File: src/rtl/bird_motion_engine_pkg.sv
// Shared definitions for the bird motion engine.
// - state_t : one-hot FSM encoding (INITIAL / FLIGHT / STOP)
// - DEF_SCREEN_W / DEF_SCREEN_H : default visible screen size in pixels
package bird_motion_engine_pkg;

    localparam int DEF_SCREEN_W = 640;
    localparam int DEF_SCREEN_H = 480;

    // Integer bits of the fixed-point position (sign + 10 pixel bits)
    localparam int POS_INT_W = 11;

    typedef enum logic [2:0] {
        S_INITIAL = 3'b001,
        S_FLIGHT  = 3'b010,
        S_STOP    = 3'b100
    } state_t;

endpackage

File: src/rtl/bird_motion_engine_if.sv
// Control and sprite-output bundle of the bird motion engine.
// Inputs to the engine: Start, Ack, Stop, Tick, BtnPress.
// Outputs from the engine: Bird_X_L/_R, Bird_Y_T/_B, Velocity,
// Hit_Floor, Hit_Ceiling, q_Initial/q_Flight/q_Stop.
// master = controller / game side, slave = motion engine.
interface bird_motion_engine_if #(
    parameter int VEL_W = 10
);
    logic                    Start;
    logic                    Ack;
    logic                    Stop;
    logic                    Tick;
    logic                    BtnPress;
    logic [9:0]              Bird_X_L;
    logic [9:0]              Bird_X_R;
    logic [9:0]              Bird_Y_T;
    logic [9:0]              Bird_Y_B;
    logic signed [VEL_W-1:0] Velocity;
    logic                    Hit_Floor;
    logic                    Hit_Ceiling;
    logic                    q_Initial;
    logic                    q_Flight;
    logic                    q_Stop;

    modport master (
        output Start, Ack, Stop, Tick, BtnPress,
        input  Bird_X_L, Bird_X_R, Bird_Y_T, Bird_Y_B, Velocity,
               Hit_Floor, Hit_Ceiling, q_Initial, q_Flight, q_Stop
    );

    modport slave (
        input  Start, Ack, Stop, Tick, BtnPress,
        output Bird_X_L, Bird_X_R, Bird_Y_T, Bird_Y_B, Velocity,
               Hit_Floor, Hit_Ceiling, q_Initial, q_Flight, q_Stop
    );
endinterface

File: src/rtl/bird_motion_engine_btn_edge_latch.sv
// Flap button edge detector with a sticky pending flag.
// Ports: Clk, reset (async, active-high), BtnPress (debounced level),
//        Consume (clears the flag), Pending (flag OR an edge this cycle).
// A rising edge arriving in the same cycle as Consume is still reported
// through Pending, so the consumer sees it and the flag stays clear.
module btn_edge_latch (
    input  logic Clk,
    input  logic reset,
    input  logic BtnPress,
    input  logic Consume,
    output logic Pending
);
    logic btn_q;
    logic flag;
    logic rise;

    assign rise    = BtnPress & ~btn_q;
    assign Pending = flag | rise;

    always_ff @(posedge Clk or posedge reset) begin
        if (reset) begin
            btn_q <= 1'b0;
            flag  <= 1'b0;
        end else begin
            btn_q <= BtnPress;
            flag  <= Consume ? 1'b0 : (flag | rise);
        end
    end
endmodule

File: src/rtl/bird_motion_engine.sv
// Vertical-motion engine for the player sprite.
// Ports: Clk, reset (async, active-high), bus (bird_motion_engine_if.slave):
//   Start/Ack/Stop drive the INITIAL->FLIGHT->STOP->INITIAL FSM, Tick is the
//   frame strobe, BtnPress the flap button; outputs are the sprite box,
//   signed fixed-point Velocity, floor/ceiling hit pulses and one-hot state.
// Position and velocity advance only on Tick (semi-implicit Euler).
module bird_motion_engine
    import bird_motion_engine_pkg::*;
#(
    parameter int SCREEN_H   = DEF_SCREEN_H,
    parameter int BIRD_X     = 300,
    parameter int BIRD_W     = 20,
    parameter int BIRD_H     = 20,
    parameter int Y_START    = 220,
    parameter int FRAC       = 4,
    parameter int VEL_W      = 10,
    parameter int GRAVITY    = 3,
    parameter int JUMP_VEL   = 48,
    parameter int TERM_VEL   = 96,
    parameter int FLOOR_STOP = 1
) (
    input  logic                  Clk,
    input  logic                  reset,
    bird_motion_engine_if.slave   bus
);
    localparam int P_W = FRAC + POS_INT_W;

    localparam logic signed [P_W-1:0] GRAV_P    = P_W'(GRAVITY);
    localparam logic signed [P_W-1:0] JUMP_P    = P_W'(JUMP_VEL);
    localparam logic signed [P_W-1:0] TERM_P    = P_W'(TERM_VEL);
    localparam logic signed [P_W-1:0] FLOOR_P   = P_W'((SCREEN_H - BIRD_H) << FRAC);
    localparam logic signed [P_W-1:0] POS_START = P_W'(Y_START << FRAC);

    state_t                  state, state_nxt;
    logic signed [P_W-1:0]   pos, pos_nxt;
    logic signed [VEL_W-1:0] vel, vel_nxt;
    logic [9:0]              y_t, y_t_nxt, y_b;
    logic                    hit_floor, hit_floor_nxt;
    logic                    hit_ceiling, hit_ceiling_nxt;
    logic signed [P_W-1:0]   v_ext, v_try, v_new, p_new;
    logic                    pending;
    logic                    consume;

    btn_edge_latch u_btn (
        .Clk      (Clk),
        .reset    (reset),
        .BtnPress (bus.BtnPress),
        .Consume  (consume),
        .Pending  (pending)
    );

    always_ff @(posedge Clk or posedge reset) begin
        if (reset) state <= S_INITIAL;
        else       state <= state_nxt;
    end

    always_comb begin
        state_nxt       = state;
        pos_nxt         = pos;
        vel_nxt         = vel;
        y_t_nxt         = y_t;
        hit_floor_nxt   = 1'b0;
        hit_ceiling_nxt = 1'b0;
        consume         = 1'b1;

        // Candidate update, evaluated every cycle and used only on a Tick
        v_ext = {{(P_W-VEL_W){vel[VEL_W-1]}}, vel};
        v_try = v_ext + GRAV_P;
        if (pending)              v_new = -JUMP_P;
        else if (v_try > TERM_P)  v_new = TERM_P;
        else                      v_new = v_try;
        if (v_new < -TERM_P)      v_new = -TERM_P;
        p_new = pos + v_new;

        case (state)
            S_INITIAL: begin
                if (bus.Start) state_nxt = S_FLIGHT;
            end
            S_FLIGHT: begin
                consume = 1'b0;
                if (bus.Stop) begin
                    state_nxt = S_STOP;
                    consume   = 1'b1;
                end else if (bus.Tick) begin
                    consume = 1'b1;
                    if (p_new[P_W-1]) begin
                        pos_nxt         = '0;
                        vel_nxt         = '0;
                        hit_ceiling_nxt = 1'b1;
                    end else if (p_new >= FLOOR_P) begin
                        pos_nxt       = FLOOR_P;
                        vel_nxt       = '0;
                        hit_floor_nxt = 1'b1;
                        if (FLOOR_STOP != 0) state_nxt = S_STOP;
                    end else begin
                        pos_nxt = p_new;
                        vel_nxt = VEL_W'(v_new);
                    end
                    y_t_nxt = pos_nxt[FRAC+9:FRAC];
                end
            end
            S_STOP: begin
                if (bus.Ack) state_nxt = S_INITIAL;
            end
            default: state_nxt = S_INITIAL;
        endcase

        // Any path into (or staying in) INITIAL reloads the start position,
        // so Ack and illegal-state recovery present reset values immediately.
        if (state_nxt == S_INITIAL) begin
            pos_nxt = POS_START;
            vel_nxt = '0;
            y_t_nxt = 10'(Y_START);
        end
    end

    always_ff @(posedge Clk or posedge reset) begin
        if (reset) begin
            pos         <= POS_START;
            vel         <= '0;
            y_t         <= 10'(Y_START);
            y_b         <= 10'(Y_START + BIRD_H);
            hit_floor   <= 1'b0;
            hit_ceiling <= 1'b0;
        end else begin
            pos         <= pos_nxt;
            vel         <= vel_nxt;
            y_t         <= y_t_nxt;
            y_b         <= y_t_nxt + 10'(BIRD_H);
            hit_floor   <= hit_floor_nxt;
            hit_ceiling <= hit_ceiling_nxt;
        end
    end

    assign bus.Bird_X_L    = 10'(BIRD_X);
    assign bus.Bird_X_R    = 10'(BIRD_X + BIRD_W);
    assign bus.Bird_Y_T    = y_t;
    assign bus.Bird_Y_B    = y_b;
    assign bus.Velocity    = vel;
    assign bus.Hit_Floor   = hit_floor;
    assign bus.Hit_Ceiling = hit_ceiling;
    assign bus.q_Initial   = (state == S_INITIAL);
    assign bus.q_Flight    = (state == S_FLIGHT);
    assign bus.q_Stop      = (state == S_STOP);
endmodule
File: src/flat_wrapper.sv
// flat-port wrapper written by rule: the top's interface ports become plain ports
module bird_motion_engine_flat import bird_motion_engine_pkg::*;
#(
    parameter int SCREEN_H   = DEF_SCREEN_H,
    parameter int BIRD_X     = 300,
    parameter int BIRD_W     = 20,
    parameter int BIRD_H     = 20,
    parameter int Y_START    = 220,
    parameter int FRAC       = 4,
    parameter int VEL_W      = 10,
    parameter int GRAVITY    = 3,
    parameter int JUMP_VEL   = 48,
    parameter int TERM_VEL   = 96,
    parameter int FLOOR_STOP = 1
)
  (Clk, reset, bus_Start, bus_Ack, bus_Stop, bus_Tick, bus_BtnPress, bus_Bird_X_L, bus_Bird_X_R, bus_Bird_Y_T, bus_Bird_Y_B, bus_Velocity, bus_Hit_Floor, bus_Hit_Ceiling, bus_q_Initial, bus_q_Flight, bus_q_Stop);
  bird_motion_engine_if #(.VEL_W(VEL_W)) bus_i ();
  input  logic Clk;
  input  logic reset;
  input wire logic [$bits(bus_i.Start)-1:0] bus_Start;
  input wire logic [$bits(bus_i.Ack)-1:0] bus_Ack;
  input wire logic [$bits(bus_i.Stop)-1:0] bus_Stop;
  input wire logic [$bits(bus_i.Tick)-1:0] bus_Tick;
  input wire logic [$bits(bus_i.BtnPress)-1:0] bus_BtnPress;
  output wire logic [$bits(bus_i.Bird_X_L)-1:0] bus_Bird_X_L;
  output wire logic [$bits(bus_i.Bird_X_R)-1:0] bus_Bird_X_R;
  output wire logic [$bits(bus_i.Bird_Y_T)-1:0] bus_Bird_Y_T;
  output wire logic [$bits(bus_i.Bird_Y_B)-1:0] bus_Bird_Y_B;
  output wire logic [$bits(bus_i.Velocity)-1:0] bus_Velocity;
  output wire logic [$bits(bus_i.Hit_Floor)-1:0] bus_Hit_Floor;
  output wire logic [$bits(bus_i.Hit_Ceiling)-1:0] bus_Hit_Ceiling;
  output wire logic [$bits(bus_i.q_Initial)-1:0] bus_q_Initial;
  output wire logic [$bits(bus_i.q_Flight)-1:0] bus_q_Flight;
  output wire logic [$bits(bus_i.q_Stop)-1:0] bus_q_Stop;
  assign bus_i.Start = bus_Start;
  assign bus_i.Ack = bus_Ack;
  assign bus_i.Stop = bus_Stop;
  assign bus_i.Tick = bus_Tick;
  assign bus_i.BtnPress = bus_BtnPress;
  assign bus_Bird_X_L = bus_i.Bird_X_L;
  assign bus_Bird_X_R = bus_i.Bird_X_R;
  assign bus_Bird_Y_T = bus_i.Bird_Y_T;
  assign bus_Bird_Y_B = bus_i.Bird_Y_B;
  assign bus_Velocity = bus_i.Velocity;
  assign bus_Hit_Floor = bus_i.Hit_Floor;
  assign bus_Hit_Ceiling = bus_i.Hit_Ceiling;
  assign bus_q_Initial = bus_i.q_Initial;
  assign bus_q_Flight = bus_i.q_Flight;
  assign bus_q_Stop = bus_i.q_Stop;
  bird_motion_engine #(.SCREEN_H(SCREEN_H), .BIRD_X(BIRD_X), .BIRD_W(BIRD_W), .BIRD_H(BIRD_H), .Y_START(Y_START), .FRAC(FRAC), .VEL_W(VEL_W), .GRAVITY(GRAVITY), .JUMP_VEL(JUMP_VEL), .TERM_VEL(TERM_VEL), .FLOOR_STOP(FLOOR_STOP)) u_core (.Clk(Clk), .reset(reset), .bus(bus_i));
endmodule
File: config.mk
export PLATFORM = sky130hd
export DESIGN_NAME = bird_motion_engine_flat
export DESIGN_NICKNAME = d
export VERILOG_FILES = /design/src/rtl/bird_motion_engine_pkg.sv /design/src/rtl/bird_motion_engine_if.sv /design/src/rtl/bird_motion_engine_btn_edge_latch.sv /design/src/rtl/bird_motion_engine.sv /design/src/flat_wrapper.sv
export SDC_FILE = /design/constraint.sdc
export NUM_CORES = 1
export LEC_CHECK = 0
export BUFFER_PORTS_ARGS = -buffer_cell sky130_fd_sc_hd__buf_2
export CELL_PAD_IN_SITES_DETAIL_PLACEMENT = 0
export CELL_PAD_IN_SITES_GLOBAL_PLACEMENT = 1
export CORE_MARGIN = 3
export CORE_UTILIZATION = 42
export CTS_CLUSTER_DIAMETER = 50
export DETAILED_ROUTE_END_ITERATION = 16
export PLACE_DENSITY_LB_ADDON = 0.1
export SYNTH_ARGS = -nofsm -noshare
export SYNTH_HDL_FRONTEND = slang
export SYNTH_SLANG_ARGS = --single-unit
File: constraint.sdc
create_clock -name Clk -period 7.1 [get_ports Clk]
set_input_delay 0.355 -clock Clk [delete_from_list [all_inputs] [get_ports Clk]]
set_output_delay 0.355 -clock Clk [all_outputs]
set_load 0.01 [all_outputs]
**After elaboration in Yosys (flattened, before gate mapping)**

Cells that the tools add are included.

- Add/subtract/negate cells: 3
- Multipliers: 0
- Divide/modulo/power cells: 0
- $lt $le $gt $ge: 3
- Equal/unequal tests: 5
- Shifts and indexed selects: 0
- Mux-type cells: 39
- Bitwise gates (word level): 3
- Reductions and logical operators: 3

Operator list:

| kind | count |
|---|---|
| $mux 15 | 8 |
| $mux 10 | 10 |
| $mux 3 | 6 |
| $add 15x15->15 | 1 |
| $ge 15x14->1 const B | 1 |
| $gt 15x8->1 const B | 1 |
| $lt 15x8->1 const B | 1 |
| $mux 14 | 1 |
| $mux 1 | 13 |
| $add 10x3->11 const B | 1 |
| $add 10x5->10 const B | 1 |
| $pmux 3 s3 | 1 |
| $eq 3x1->1 const B | 2 |
| $reduce_bool 2->1 | 2 |
| $eq 3x2->1 const B | 1 |
| $eq 3x3->1 const B | 1 |
| $reduce_and 3->1 | 1 |
| $ne 2x1->1 const B | 1 |
| $and 1x1->1 | 1 |
| $not 1->1 | 1 |
| $or 1x1->1 | 1 |

- Register bits: 52
- Latch bits: 0
- Memory bits (writable): 0
- Memory bits (read-only): 0
- Logic and storage cells: 65
- Memories: 0

**Depth between registers and ports, before layout**

Gate-level depths: netlist of run 1.

- Depth in word-level cells: 16
- Depth in mapped cells: 31
- Gate-level depth less buffers: 31

**Hierarchy**

A second synthesis of run 1 with hierarchy kept.

- Cells, all modules: 349
- Area, all modules: 3265.6 sq um

Modules (own cells, without submodules):

| module | instances | cells an instance | area an instance (sq um) |
|---|---|---|---|
| bird_motion_engine | 1 | 342 | 3181.8 |
| btn_edge_latch | 1 | 7 | 83.8 |

**Worst setup path after synthesis of run 1**

Ideal clock, no wire load.

- Kind: register -> register
- Start point: register u_core.vel[0], in the netlist u_core.bus.Velocity[0]
- End point: register u_core.y_b[6], in the netlist u_core.bus.Bird_Y_B[6]
- Setup time: 81 ps
- Data arrival time: 5928 ps
- Data required time: 7019 ps
- Slack: 1091 ps
- Stages on the path, launching flop included: 31
- Clock period less this slack: 6009 ps
- Cells stage by stage: dfrtp_1 > inv_1 > ha_1 > nor2b_1 > and2_1 > xnor2_1 > nand2b_1 > o211ai_1 > a21oi_1 > nand2_1 > nor2_1 > o31a_1 > ha_1 > nor2b_1 > nand2_1 > nor2_1 > ha_1 > inv_1 > fa_1 > nand2b_1 > a21oi_2 > o21ai_0 > o211ai_1 > or3b_4 > a21oi_1 > a21oi_1 > a211o_1 > ha_1 > nand3b_1 > and2_1 > xor2_1

- Longest elaborated chain between the ends: 16
- Elaborated cells on any way between the ends: 21
- Classes of those cells: add/sub (3); order compare (3); eq/ne (1); mux (14)

Ends and longest elaborated chain:

| element | line | text |
|---|---|---|
| start: declaration | bird_motion_engine.sv:36 | `logic signed [VEL_W-1:0] vel, vel_nxt;` |
| start signal: assignment | bird_motion_engine.sv:127 | `vel <= vel_nxt;` |
| $add 10x3->11 (*) | bird_motion_engine.sv:68 | `v_try = v_ext + GRAV_P;` |
| $gt 15x8->1 | bird_motion_engine.sv:70 | `else if (v_try > TERM_P) v_new = TERM_P;` |
| $mux 15 (*) | bird_motion_engine.sv:70 |  |
| $mux 15 (*) | bird_motion_engine.sv:69 | `if (pending) v_new = -JUMP_P;` |
| $lt 15x8->1 | bird_motion_engine.sv:72 | `if (v_new < -TERM_P) v_new = -TERM_P;` |
| $mux 15 (*) | bird_motion_engine.sv:72 |  |
| $add 15x15->15 (*) | bird_motion_engine.sv:73 | `p_new = pos + v_new;` |
| $ge 15x14->1 | bird_motion_engine.sv:90 | `end else if (p_new >= FLOOR_P) begin` |
| $mux 3 | bird_motion_engine.sv:90 |  |
| $mux 3 | bird_motion_engine.sv:86 | `if (p_new[P_W-1]) begin` |
| $mux 3 | bird_motion_engine.sv:84 | `end else if (bus.Tick) begin` |
| $mux 3 | bird_motion_engine.sv:81 | `if (bus.Stop) begin` |
| $pmux 3 s3 | bird_motion_engine.sv:75 | `case (state)` |
| $eq 3x1->1 | bird_motion_engine.sv:110 | `if (state_nxt == S_INITIAL) begin` |
| $mux 10 (*) | bird_motion_engine.sv:110 |  |
| named net u_core.y_t_nxt[3] | bird_motion_engine.sv:37 | `logic [9:0] y_t, y_t_nxt, y_b;` |
| $add 10x5->10 (*) | bird_motion_engine.sv:129 | `y_b <= y_t_nxt + 10'(BIRD_H);` |
| end signal: assignment | bird_motion_engine.sv:122 | `y_b <= 10'(Y_START + BIRD_H);` |
| end signal: assignment | bird_motion_engine.sv:129 |  |
| end: declaration | bird_motion_engine.sv:37 |  |

The timed path passes the listed nets; every way through them passes the cells marked *.
A chain may end at the register's enable or synchronous reset.

**Worst setup path in the final report of run 1**

Ends and elaborated chain as after synthesis.

==> metrics.md, run 1 <==
| Metric | Value |
|---|---|
| Outcome | `complete, no violations` |
| Crit-path max cell delay | `0.49 ns` |
| Cell taking the most area after synthesis | `dfrtp_1` |
| Clock Power Share | `22.5%` |
| Largest net degree at the start of global routing | `50` |
| CP endpoint kind | `flop` |
| HP Class | `input pin to flop` |
| Sw Share | `38.92%` |
| Synth Area per Inst | `8.911 um2` |
| Seq pwr share | `41.8%` |
| Reg2Reg Depth | `30` |
| CP max-delay cell | `dfrtp_1` |
| Post-DP HPWL | `5831 um` |
| Slew Viols, Final | `0` |
| Area contributors post-synth | `dfrtp_1, dfstp_2, ha_1` |
| CTS sink count | `49` |
| Worst path arrival time | `6.69 ns` |
| CTS tree | `built` |
| Reg clk slew, reported paths | `0.10 ns` |
| Area Overhead vs Synth | `9.323%` |
| Drt wl/cell | `15.19 um` |
| Latest clock arrival within the worst-skew pair | `0.30 ns` |
| Warnings, synthesis | `0` |
| Period utilisation layout | `90.76%` |
| Pwr/cell area | `208.3 nW/um2` |
| I/O Pins | `62` |
| TritonCTS buffer count | `5` |
| Die Height | `94.48 um` |
| Final hold vios | `0` |
| Post-synth ARST share | `100.0%` |
| Die W | `94.48 um` |
| Worst Clk Skew | `0.007639 ns` |
| Rel. slew slack | `32.15%` |
| Total grt overflow | `0` |
| Combinational share of power | `35.6%` |
| Max Buffers Root-to-Sink | `2` |
| P_int | `0.4574 mW` |
| Worst path most repeated cell | `ha_1` |
| Minimum clock period | `6.444 ns` |
| Synthesized instance count | `369` |
| Hold Path Depth | `1` |
| Ant diodes | `0` |
| LEAKAGE | `1.757 nW` |
| Total track usage | `18.08%` |
| CTS resizes | `0` |
| Post-synth EDFFs | `0` |
| First-pass GRT wire length | `12630 um` |
| Post-CTS Repair Setup Buffers | `0` |
| Setup Viol. Count Final | `0` |
| Fmax | `155.2 MHz` |
| Top post-synthesis cells by count | `nand2_1, dfrtp_1, a21oi_1, buf_4, o21ai_0` |
| Cts hold-fix bufs | `0` |
| Vias in the first global route | `2476` |
| Initial Util | `44.38%` |
| Worst-path fanout max | `9` |
| DRT iter0 DRCs | `166` |
| Net Sw Power | `0.2914 mW` |
| Placement Setup Slack | `0.5488 ns` |
| Core ar. | `7408 um2` |
| Share of layout cells above drive strength 1 | `20.20%` |
| Detail Route Antenna Nets | `0` |
| WL final | `7671 um` |
| Most common cell in the synthesized netlist | `nand2_1` |
| Initial antenna violation count | `0` |
| Rows | `31` |
| WP data required | `7.34 ns` |
| # H-tree levels | `2` |
| Die ar. | `8926 um2` |
| Util after Layout | `48.52%` |
| Layout fillers | `735` |
| MaxCap Viol Count | `0` |
| Share of the synthesized area in the top cell type | `25.88%` |
| Final Wtd Congestion | `0.8755` |
| Drt via density | `5.295` |
| DRC violations left | `0` |
| Nets | `431` |
| Distinct cells, synth | `60` |
| CP Launch Type | `flop` |
| IO Port Bufs | `41` |
| Post-synthesis sequential area ratio | `37.86%` |
| Worst vdd ir | `0.00008165 V` |
| Setup TNS | `0 ns` |
| Worst Max-Slew Pin Slew | `1.018 ns` |
| Clk root buf | `clkbuf_8` |
| Dominant synthesized flop cell | `dfrtp_1` |
| Final worst slack | `0.6564 ns` |
| Total iterations of the first detailed-routing run | `4` |
| Vias post-DR | `2674` |
| Crit Path Category | `flop to flop` |
| Synthesized area | `3288 um2` |
| RSZ-0062 raised after global routing | `false` |
| #FFs+latches synth | `49` |
## area by class of cell
type                            instances  area [um2]  share of cell area [%]
Clock inverter                          3       20.02                  0.5569
Tap cell                               99       123.9                   3.446
Inverter                               18       67.56                   1.880
Timing Repair Buffer                   43       220.2                   6.126
Sequential cell                        49        1245                   34.63
Clock buffer                            5       68.82                   1.914
Multi-Input combinational cell        288        1849                   51.44
## worst paths after layout
| path | startpoint | end | slack, ns |
|---|---|---|---|
| max in group asynchronous | reset | u_core.pos[9]$_DFFE_PP0P_ | 6.18 |
| hold / removal | bus_BtnPress | u_core.u_btn.btn_q$_DFF_PP0_ | 0.17 |
| setup / recovery | u_core.bus.Velocity[0]$_DFFE_PP0P_ | u_core.bus.Bird_Y_B[6]$_DFF_PP1_ | 0.66 |
| min in group asynchronous | reset | u_core.bus.Velocity[4]$_DFFE_PP0P_ | 0.26 |
| setup reg to reg | u_core.bus.Velocity[0]$_DFFE_PP0P_ | u_core.bus.Bird_Y_B[6]$_DFF_PP1_ | 0.66 |
| hold reg to reg | u_core.bus.Bird_Y_T[0]$_DFFE_PP0P_ | u_core.bus.Bird_Y_T[0]$_DFFE_PP0P_ | 0.50 |
## cells by family (layout without fill, tap and decap cells)
group / count (synthesis) / after routing / synth area share, %
AOI/OAI and AO/OA: 107 / 107 / 21.92
xor gates and xnor gates: 20 / 20 / 5.327
adders and majority gates: 19 / 19 / 7.458
buffers and inverters: 50 / 69 / 8.296
DFF: 49 / 49 / 37.86
muxes: 1 / 1 / 0.3044
other: 2 / 20 / 0.2284
and+or+nand+nor: 121 / 121 / 18.61
## per-layer routing
metal	global-route usage [%]	up-vias	part of all wire, %
met5	0	-	0
li1	-	1337	-
met2	26.60	58	43
met1	27.75	1274	53
met3	2.869	5	4.0
met4	3.966	0	0.64
## sequential cells by signal, summed over array words and instances (netlist names)
| register | cells |
|---|---|
| u_core.bus.Bird_Y_B | 8 |
| u_core.bus.Bird_Y_T | 10 |
| u_core.bus.Hit_Ceiling | 1 |
| u_core.bus.Hit_Floor | 1 |
| u_core.bus.Velocity | 10 |
| u_core.pos | 14 |
| u_core.state | 3 |
| u_core.u_btn.btn_q | 1 |
| u_core.u_btn.flag | 1 |
## per-stage QoR
stage	instances	cell area, um2	total power [mW]	hold slack, ns
floorplan	387	3356	0.5181	0.3864
global placement	497	3495	0.5869	0.4722
detailed placement	497	3495	0.5839	0.4843
CTS	505	3583	0.7589	0.1614
global route	505	3595	0.8031	0.1551
finish	505	3595	0.7488	0.1679
## power groups by stage
stage	clock network [mW]	logic, mW	registers [mW]
global placement	0	0.268	0.319
global route	0.188	0.298	0.317
CTS	0.179	0.266	0.314
finish	0.169	0.267	0.313
floorplan	0	0.199	0.319
detailed placement	0	0.265	0.319
## worst max-delay path: cells and delay by family, from the launching register on
kind,cells,cell delay (ns)
DFF,1,0.49
buffers and inverters,2,0.13
AOI/OAI and AO/OA,9,1.86
adders and majority gates,5,1.34
and+or+nand+nor,12,2.33
xor gates and xnor gates,2,0.22
## cell usage in the layout, fill, tap and decap left out, types with 4 or more instances in the layout
cell type | Yosys | final
a211oi_1 | 4 | 4
a21o_1 | 8 | 8
a21oi_1 | 32 | 31
a22o_1 | 9 | 9
and2_1 | 5 | 5
and3_1 | 5 | 5
buf_2 | 2 | 41
clkbuf_8 | 0 | 5
conb_1 | 2 | 20
dfrtp_1 | 34 | 34
dfstp_2 | 15 | 15
ha_1 | 18 | 18
inv_1 | 16 | 15
nand2_1 | 49 | 49
nand2b_1 | 6 | 6
nand3_1 | 8 | 8
nor2_1 | 15 | 15
nor3_1 | 5 | 5
nor3b_1 | 4 | 4
o211ai_1 | 8 | 8
o21ai_0 | 19 | 19
or2_2 | 5 | 5
xnor2_1 | 13 | 13
xor2_1 | 7 | 7
(Power assumes the default switching activity.)
==> run 2, diff against run 1 <==
--- a/config.mk
+++ b/config.mk
@@ -6,13 +6,12 @@
 export NUM_CORES = 1
 export LEC_CHECK = 0
 export BUFFER_PORTS_ARGS = -buffer_cell sky130_fd_sc_hd__buf_2
-export CELL_PAD_IN_SITES_DETAIL_PLACEMENT = 0
-export CELL_PAD_IN_SITES_GLOBAL_PLACEMENT = 1
 export CORE_MARGIN = 3
-export CORE_UTILIZATION = 42
+export CORE_UTILIZATION = 45
 export CTS_CLUSTER_DIAMETER = 50
 export DETAILED_ROUTE_END_ITERATION = 16
-export PLACE_DENSITY_LB_ADDON = 0.1
+export GPL_TIMING_DRIVEN = 0
+export PLACE_DENSITY = 0.67
 export SYNTH_ARGS = -nofsm -noshare
 export SYNTH_HDL_FRONTEND = slang
 export SYNTH_SLANG_ARGS = --single-unit
==> metrics.md, run 2 (same netlist as run 1, synthesis figures left out) <==
| Metric | Value |
|---|---|
| Clk root buf | `clkbuf_8` |
| Most frequent cells in the layout | `nand2_1, buf_2, dfrtp_1` |
| Fmax | `153.3 MHz` |
| Reg-to-reg startpoint | `u_core.bus.Velocity[0]$_DFFE_PP0P_` |
| CP endpoint kind | `flop` |
| Die W | `91.48 um` |
| End of the critical path | `u_core.bus.Bird_Y_B[6]$_DFF_PP1_` |
| Final Wtd Congestion | `0.8972` |
| Die Height | `91.48 um` |
| Crit Path Category | `flop to flop` |
| Cts hold-fix bufs | `0` |
| Max FFs per register | `14` |
| Core ar. | `6944 um2` |
| Post-CTS Repair Setup Buffers | `0` |
| Initial Util | `47.35%` |
| Worst Max-Slew Pin Slew | `0.6743 ns` |
| Post-Place Cells | `525` |
| LEAKAGE | `1.898 nW` |
| Worst vdd ir | `0.00009838 V` |
| Max Buffers Root-to-Sink | `2` |
| R2r endpoint | `u_core.bus.Bird_Y_B[6]$_DFF_PP1_` |
| Post-DP HPWL | `5893 um` |
| Worst Clk Skew | `0.006062 ns` |
| Setup Viol. Count Final | `0` |
| Largest net degree at the start of global routing | `29` |
| Reg clk slew, reported paths | `0.09 ns` |
| Crit-path max cell delay | `0.46 ns` |
| Drt via density | `5.167` |
| Latest clock arrival within the worst-skew pair | `0.30 ns` |
| WP data required | `7.33 ns` |
| Vias in the first global route | `2613` |
| Share of layout cells above drive strength 1 | `24.71%` |
| Post-route insts no fill | `533` |
| Placement Cell Area | `3701 um2` |
| Period utilisation layout | `91.86%` |
| Minimum clock period | `6.522 ns` |
| First-pass GRT wire length | `12620 um` |
| Area Overhead vs Synth | `17.01%` |
| CP Launch Type | `flop` |
| Crit path launch | `u_core.bus.Velocity[0]$_DFFE_PP0P_` |
| Rows | `30` |
| Drt wl/cell | `14.15 um` |
| CTS tree | `built` |
| Worst path most repeated cell | `ha_1` |
| Pwr/cell area | `209.4 nW/um2` |
| Most common cell after layout, fill and taps aside | `nand2_1` |
| Total iterations of the first detailed-routing run | `4` |
| I/O Pins | `62` |
| Reg2Reg Depth | `30` |
| Util after Layout | `55.41%` |
| Slew Viols, Final | `0` |
| Final hold vios | `0` |
| Biggest register | `u_core.pos` |
| Rel. slew slack | `54.72%` |
| WL final | `7543 um` |
| Total grt overflow | `0` |
| Nets | `462` |
| # H-tree levels | `2` |
| Worst-path fanout max | `9` |
| HP Class | `input pin to asynchronous set/reset pin` |
| Initial antenna violation count | `0` |
| Detail Route Antenna Nets | `0` |
| Outcome | `complete, no violations` |
| CP max-delay cell | `or3b_4` |
| Total track usage | `18.67%` |
| CTS sink count | `49` |
| R2r setup slk | `0.58 ns` |
| TritonCTS buffer count | `5` |
| Design area | `3847 um2` |
| Vias post-DR | `2754` |
| MaxCap Viol Count | `0` |
| DRC violations left | `0` |
| Ant diodes | `0` |
| IO Port Bufs | `41` |
| Die ar. | `8369 um2` |
| Worst path arrival time | `6.76 ns` |
| RSZ-0062 raised after global routing | `false` |
| Power Total | `0.8057 mW` |
| DRT iter0 DRCs | `136` |
==> run 2: how the worst min path moves through the flow <==
| stage | from | to | slack, ns |
|---|---|---|---|
| after floorplan | bus_BtnPress | u_core.u_btn.btn_q$_DFF_PP0_ | 0.39 |
| after global placement | u_core.pos[5]$_DFFE_PP0P_ | u_core.pos[5]$_DFFE_PP0P_ | 0.47 |
| after detailed placement | reset | u_core.pos[1]$_DFFE_PP0P_ | 0.42 |
| after CTS | reset | u_core.pos[4]$_DFFE_PP0P_ | 0.09 |
| after global routing | reset | u_core.pos[4]$_DFFE_PP0P_ | 0.11 |
| final | reset | u_core.pos[4]$_DFFE_PP0P_ | 0.07 |
==> run 2: per-layer routing <==
| layer | vias to the layer above | global-route usage (%) | part of all wire, % |
|---|---|---|---|
| li1 | 1400 | - | - |
| met1 | 1276 | 26.78 | 50 |
| met2 | 69 | 28.73 | 44 |
| met3 | 9 | 2.900 | 4.3 |
| met4 | 0 | 6.030 | 1.4 |
| met5 | - | 0 | 0 |
==> run 2: report_power, final <==
group	total, mW	switching, mW	leakage [nW]	internal [mW]
clock network	0.209	0.0940	0.0574	0.115
registers	0.314	0.0138	0.627	0.300
logic	0.283	0.186	1.21	0.0968
total	0.806	0.294	1.90	0.512
==> run 2: worst max-delay path: cells and delay by family (launching register included) <==
family / cells / cell delay, ns
compound gates: 9 / 1.96
xor+xnor: 2 / 0.24
fa+ha+maj: 5 / 1.38
buf+inv: 2 / 0.13
flops: 1 / 0.45
simple gates: 12 / 2.31
==> run 2: layout make-up <==
| class | instances | area (um2) |
|---|---|---|
| plain buffers | 32 | 205.2 |
| inverters | 18 | 67.56 |
| clock buffers | 6 | 82.58 |
| repair buffers | 42 | 225.2 |
| clock inverters | 2 | 37.54 |
| flip-flops and latches | 49 | 1246 |
| multi-input cells | 288 | 1863 |
| well taps | 96 | 120.1 |
| fillers | 672 | 3097 |
==> run 2: per-stage QoR <==
stage | setup WS (ns) | hold slack, ns | setup TNS [ns]
after floorplan | 1.091 | 0.3864 | 0
after global placement | 0.07610 | 0.4701 | 0
after detailed placement | -0.06908 | 0.4170 | -0.06908
after CTS | 0.09375 | 0.08755 | 0
after global routing | 0.06299 | 0.1080 | 0
final | 0.5779 | 0.07250 | 0
==> run 2: timing repair <==
action                     in CTS  in global routing
setup endpoints to repair       2                  9
resized for setup               1                  5
pin swaps                       0                  0
==> run 3, diff against run 2 <==
--- a/config.mk
+++ b/config.mk
@@ -7,11 +7,11 @@
 export LEC_CHECK = 0
 export BUFFER_PORTS_ARGS = -buffer_cell sky130_fd_sc_hd__buf_2
 export CORE_MARGIN = 3
-export CORE_UTILIZATION = 45
+export CORE_UTILIZATION = 56
 export CTS_CLUSTER_DIAMETER = 50
 export DETAILED_ROUTE_END_ITERATION = 16
 export GPL_TIMING_DRIVEN = 0
-export PLACE_DENSITY = 0.67
+export PLACE_DENSITY = 0.8
 export SYNTH_ARGS = -nofsm -noshare
 export SYNTH_HDL_FRONTEND = slang
 export SYNTH_SLANG_ARGS = --single-unit
==> metrics.md, run 3 (same netlist as run 1, synthesis figures left out) <==
| Metric | Value |
|---|---|
| Worst path arrival time | `6.82 ns` |
| Rows | `27` |
| Post-DP HPWL | `5857 um` |
| Crit-path max cell delay | `0.45 ns` |
| Top cell family by delay on the critical path | `simple AND/OR/NAND/NOR gates` |
| Drt wl/cell | `14.87 um` |
| Worst path most repeated cell | `ha_1` |
| Most common cell after layout, fill and taps aside | `nand2_1` |
| Worst Clk Skew | `0.01109 ns` |
| Reg clk slew, reported paths | `0.10 ns` |
| Setup TNS | `0 ns` |
| HP Class | `input pin to asynchronous set/reset pin` |
| Die W | `82.63 um` |
| Combinational share of power | `36.6%` |
| Setup Viol. Count Final | `0` |
| LEAKAGE | `1.887 nW` |
| WP data required | `7.34 ns` |
| RSZ-0062 raised after global routing | `false` |
| Final hold vios | `0` |
| P_int | `0.4689 mW` |
| Die Height | `82.63 um` |
| Layout fillers | `482` |
| Util after Layout | `67.63%` |
| Latest clock arrival within the worst-skew pair | `0.32 ns` |
| DRT iter0 DRCs | `200` |
| DRC violations left | `0` |
| Initial Util | `58.63%` |
| Detail Route Antenna Nets | `0` |
| Post-Place Cells | `501` |
| Final hold slack | `0.06705 ns` |
| Total iterations of the first detailed-routing run | `5` |
| WL final | `7571 um` |
| Slew Viols, Final | `0` |
| Max Buffers Root-to-Sink | `2` |
| Max FFs per register | `14` |
| CTS tree | `built` |
| Die ar. | `6827 um2` |
| CTS sink count | `49` |
| I/O Pins | `62` |
| Minimum clock period | `6.576 ns` |
| Vias in the first global route | `2692` |
| IO Port Bufs | `41` |
| Largest net degree at the start of global routing | `28` |
| Share of layout cells above drive strength 1 | `24.71%` |
| Clk root buf | `clkbuf_8` |
| MaxCap Viol Count | `0` |
| Worst-path fanout max | `9` |
| Post-route insts no fill | `509` |
| Total track usage | `23.98%` |
| Sw Share | `39.36%` |
| Seq pwr share | `40.7%` |
| Total grt overflow | `0` |
| Net Sw Power | `0.3044 mW` |
| Crit. path cell count | `29` |
| Core ar. | `5608 um2` |
| Final Wtd Congestion | `0.8680` |
| TritonCTS buffer count | `5` |
| CP Launch Type | `flop` |
| CP max-delay cell | `or3b_4` |
| # H-tree levels | `2` |
| Rel. slew slack | `52.14%` |
| Biggest register | `u_core.pos` |
| Initial antenna violation count | `0` |
| Most frequent cells in the layout | `nand2_1, buf_2, dfrtp_1` |
| Outcome | `complete, no violations` |
| Drt via density | `5.631` |
| CP endpoint kind | `flop` |
| Fmax | `152.1 MHz` |
| Area Overhead vs Synth | `15.33%` |
| Period utilisation layout | `92.62%` |
| Crit path buf inv count | `2` |
| Worst Max-Slew Pin Slew | `0.7128 ns` |
| Ant diodes | `0` |
| Reg2Reg Depth | `29` |
| Pwr/cell area | `203.9 nW/um2` |
| Vias post-DR | `2866` |
| Worst vdd ir | `0.0001160 V` |
| First-pass GRT wire length | `12640 um` |
| Nets | `462` |
| Clock Power Share | `22.8%` |
| Crit Path Category | `flop to flop` |
## run 3: worst paths after layout
check | from | endpoint | slack, ns
max reg2reg | u_core.bus.Velocity[3]$_DFFE_PP0P_ | u_core.bus.Bird_Y_B[6]$_DFF_PP1_ | 0.52
max | u_core.bus.Velocity[3]$_DFFE_PP0P_ | u_core.bus.Bird_Y_B[6]$_DFF_PP1_ | 0.52
min reg2reg | u_core.pos[5]$_DFFE_PP0P_ | u_core.pos[5]$_DFFE_PP0P_ | 0.51
min | reset | u_core.pos[0]$_DFFE_PP0P_ | 0.07
max in group asynchronous | reset | u_core.state[0]$_DFF_PP1_ | 6.44
min in group Clk | bus_BtnPress | u_core.u_btn.btn_q$_DFF_PP0_ | 0.16
## run 3: worst reg2reg max path: cells and delay by family, from the launching register on
| family | cells | cell delay (ns) |
|---|---|---|
| XOR/XNOR | 2 | 0.27 |
| adder cells (fa/ha/maj) | 4 | 1.12 |
| flip-flops | 1 | 0.38 |
| AO/OA/AOI/OAI | 9 | 1.92 |
| AND/OR/NAND/NOR | 12 | 2.43 |
| buffers and inverters | 2 | 0.39 |
## run 3: per-stage QoR
step / setup WS (ns) / power (mW) / instance area, um2
CTS: 0.1141 / 0.7698 / 3770
global placement: 0.2498 / 0.5822 / 3651
finish: 0.5239 / 0.7733 / 3792
global route: 0.08207 / 0.8251 / 3792
floorplan: 1.091 / 0.5181 / 3356
detailed placement: 0.007092 / 0.5914 / 3671
## run 3: layout make-up
cell class / instances / area, um2 / area share (%)
Sequential cell: 49 / 1246 / 32.86
Multi-Input combinational cell: 288 / 1863 / 49.13
Clock inverter: 3 / 26.28 / 0.6928
Buffer: 32 / 205.2 / 5.411
Timing Repair Buffer: 42 / 225.2 / 5.939
Tap cell: 72 / 90.09 / 2.375
Inverter: 18 / 67.56 / 1.782
Clock buffer: 5 / 68.82 / 1.815
## run 3: routing by layer
metal / routed length, um / share of wire [%] / GRT usage [%]
met5: 0 / 0 / 0
met1: 3454 / 46 / 32.58
met4: 132 / 1.7 / 7.843
met2: 3563 / 47 / 38.78
met3: 420 / 5.5 / 4.230
## run 3: what timing repair did
| item | 4_1_cts | 5_1_grt |
|---|---|---|
| setup buffers | 0 | 0 |
| resized for setup | 1 | 5 |
| hold endpoints to repair | 0 | 0 |
| setup endpoints to repair | 1 | 3 |
| pin swaps | 0 | 0 |
| hold buffers | 0 | 0 |
## run 3: power by group through the flow
| stage | sequential [mW] | combinational, mW | clock (mW) |
|---|---|---|---|
| 6_report | 0.314 | 0.283 | 0.176 |
| 5_1_grt | 0.317 | 0.316 | 0.192 |
| 2_1_floorplan | 0.319 | 0.199 | 0 |
| 3_3_place_gp | 0.318 | 0.264 | 0 |
| 3_5_place_dp | 0.319 | 0.272 | 0 |
| 4_1_cts | 0.314 | 0.276 | 0.180 |
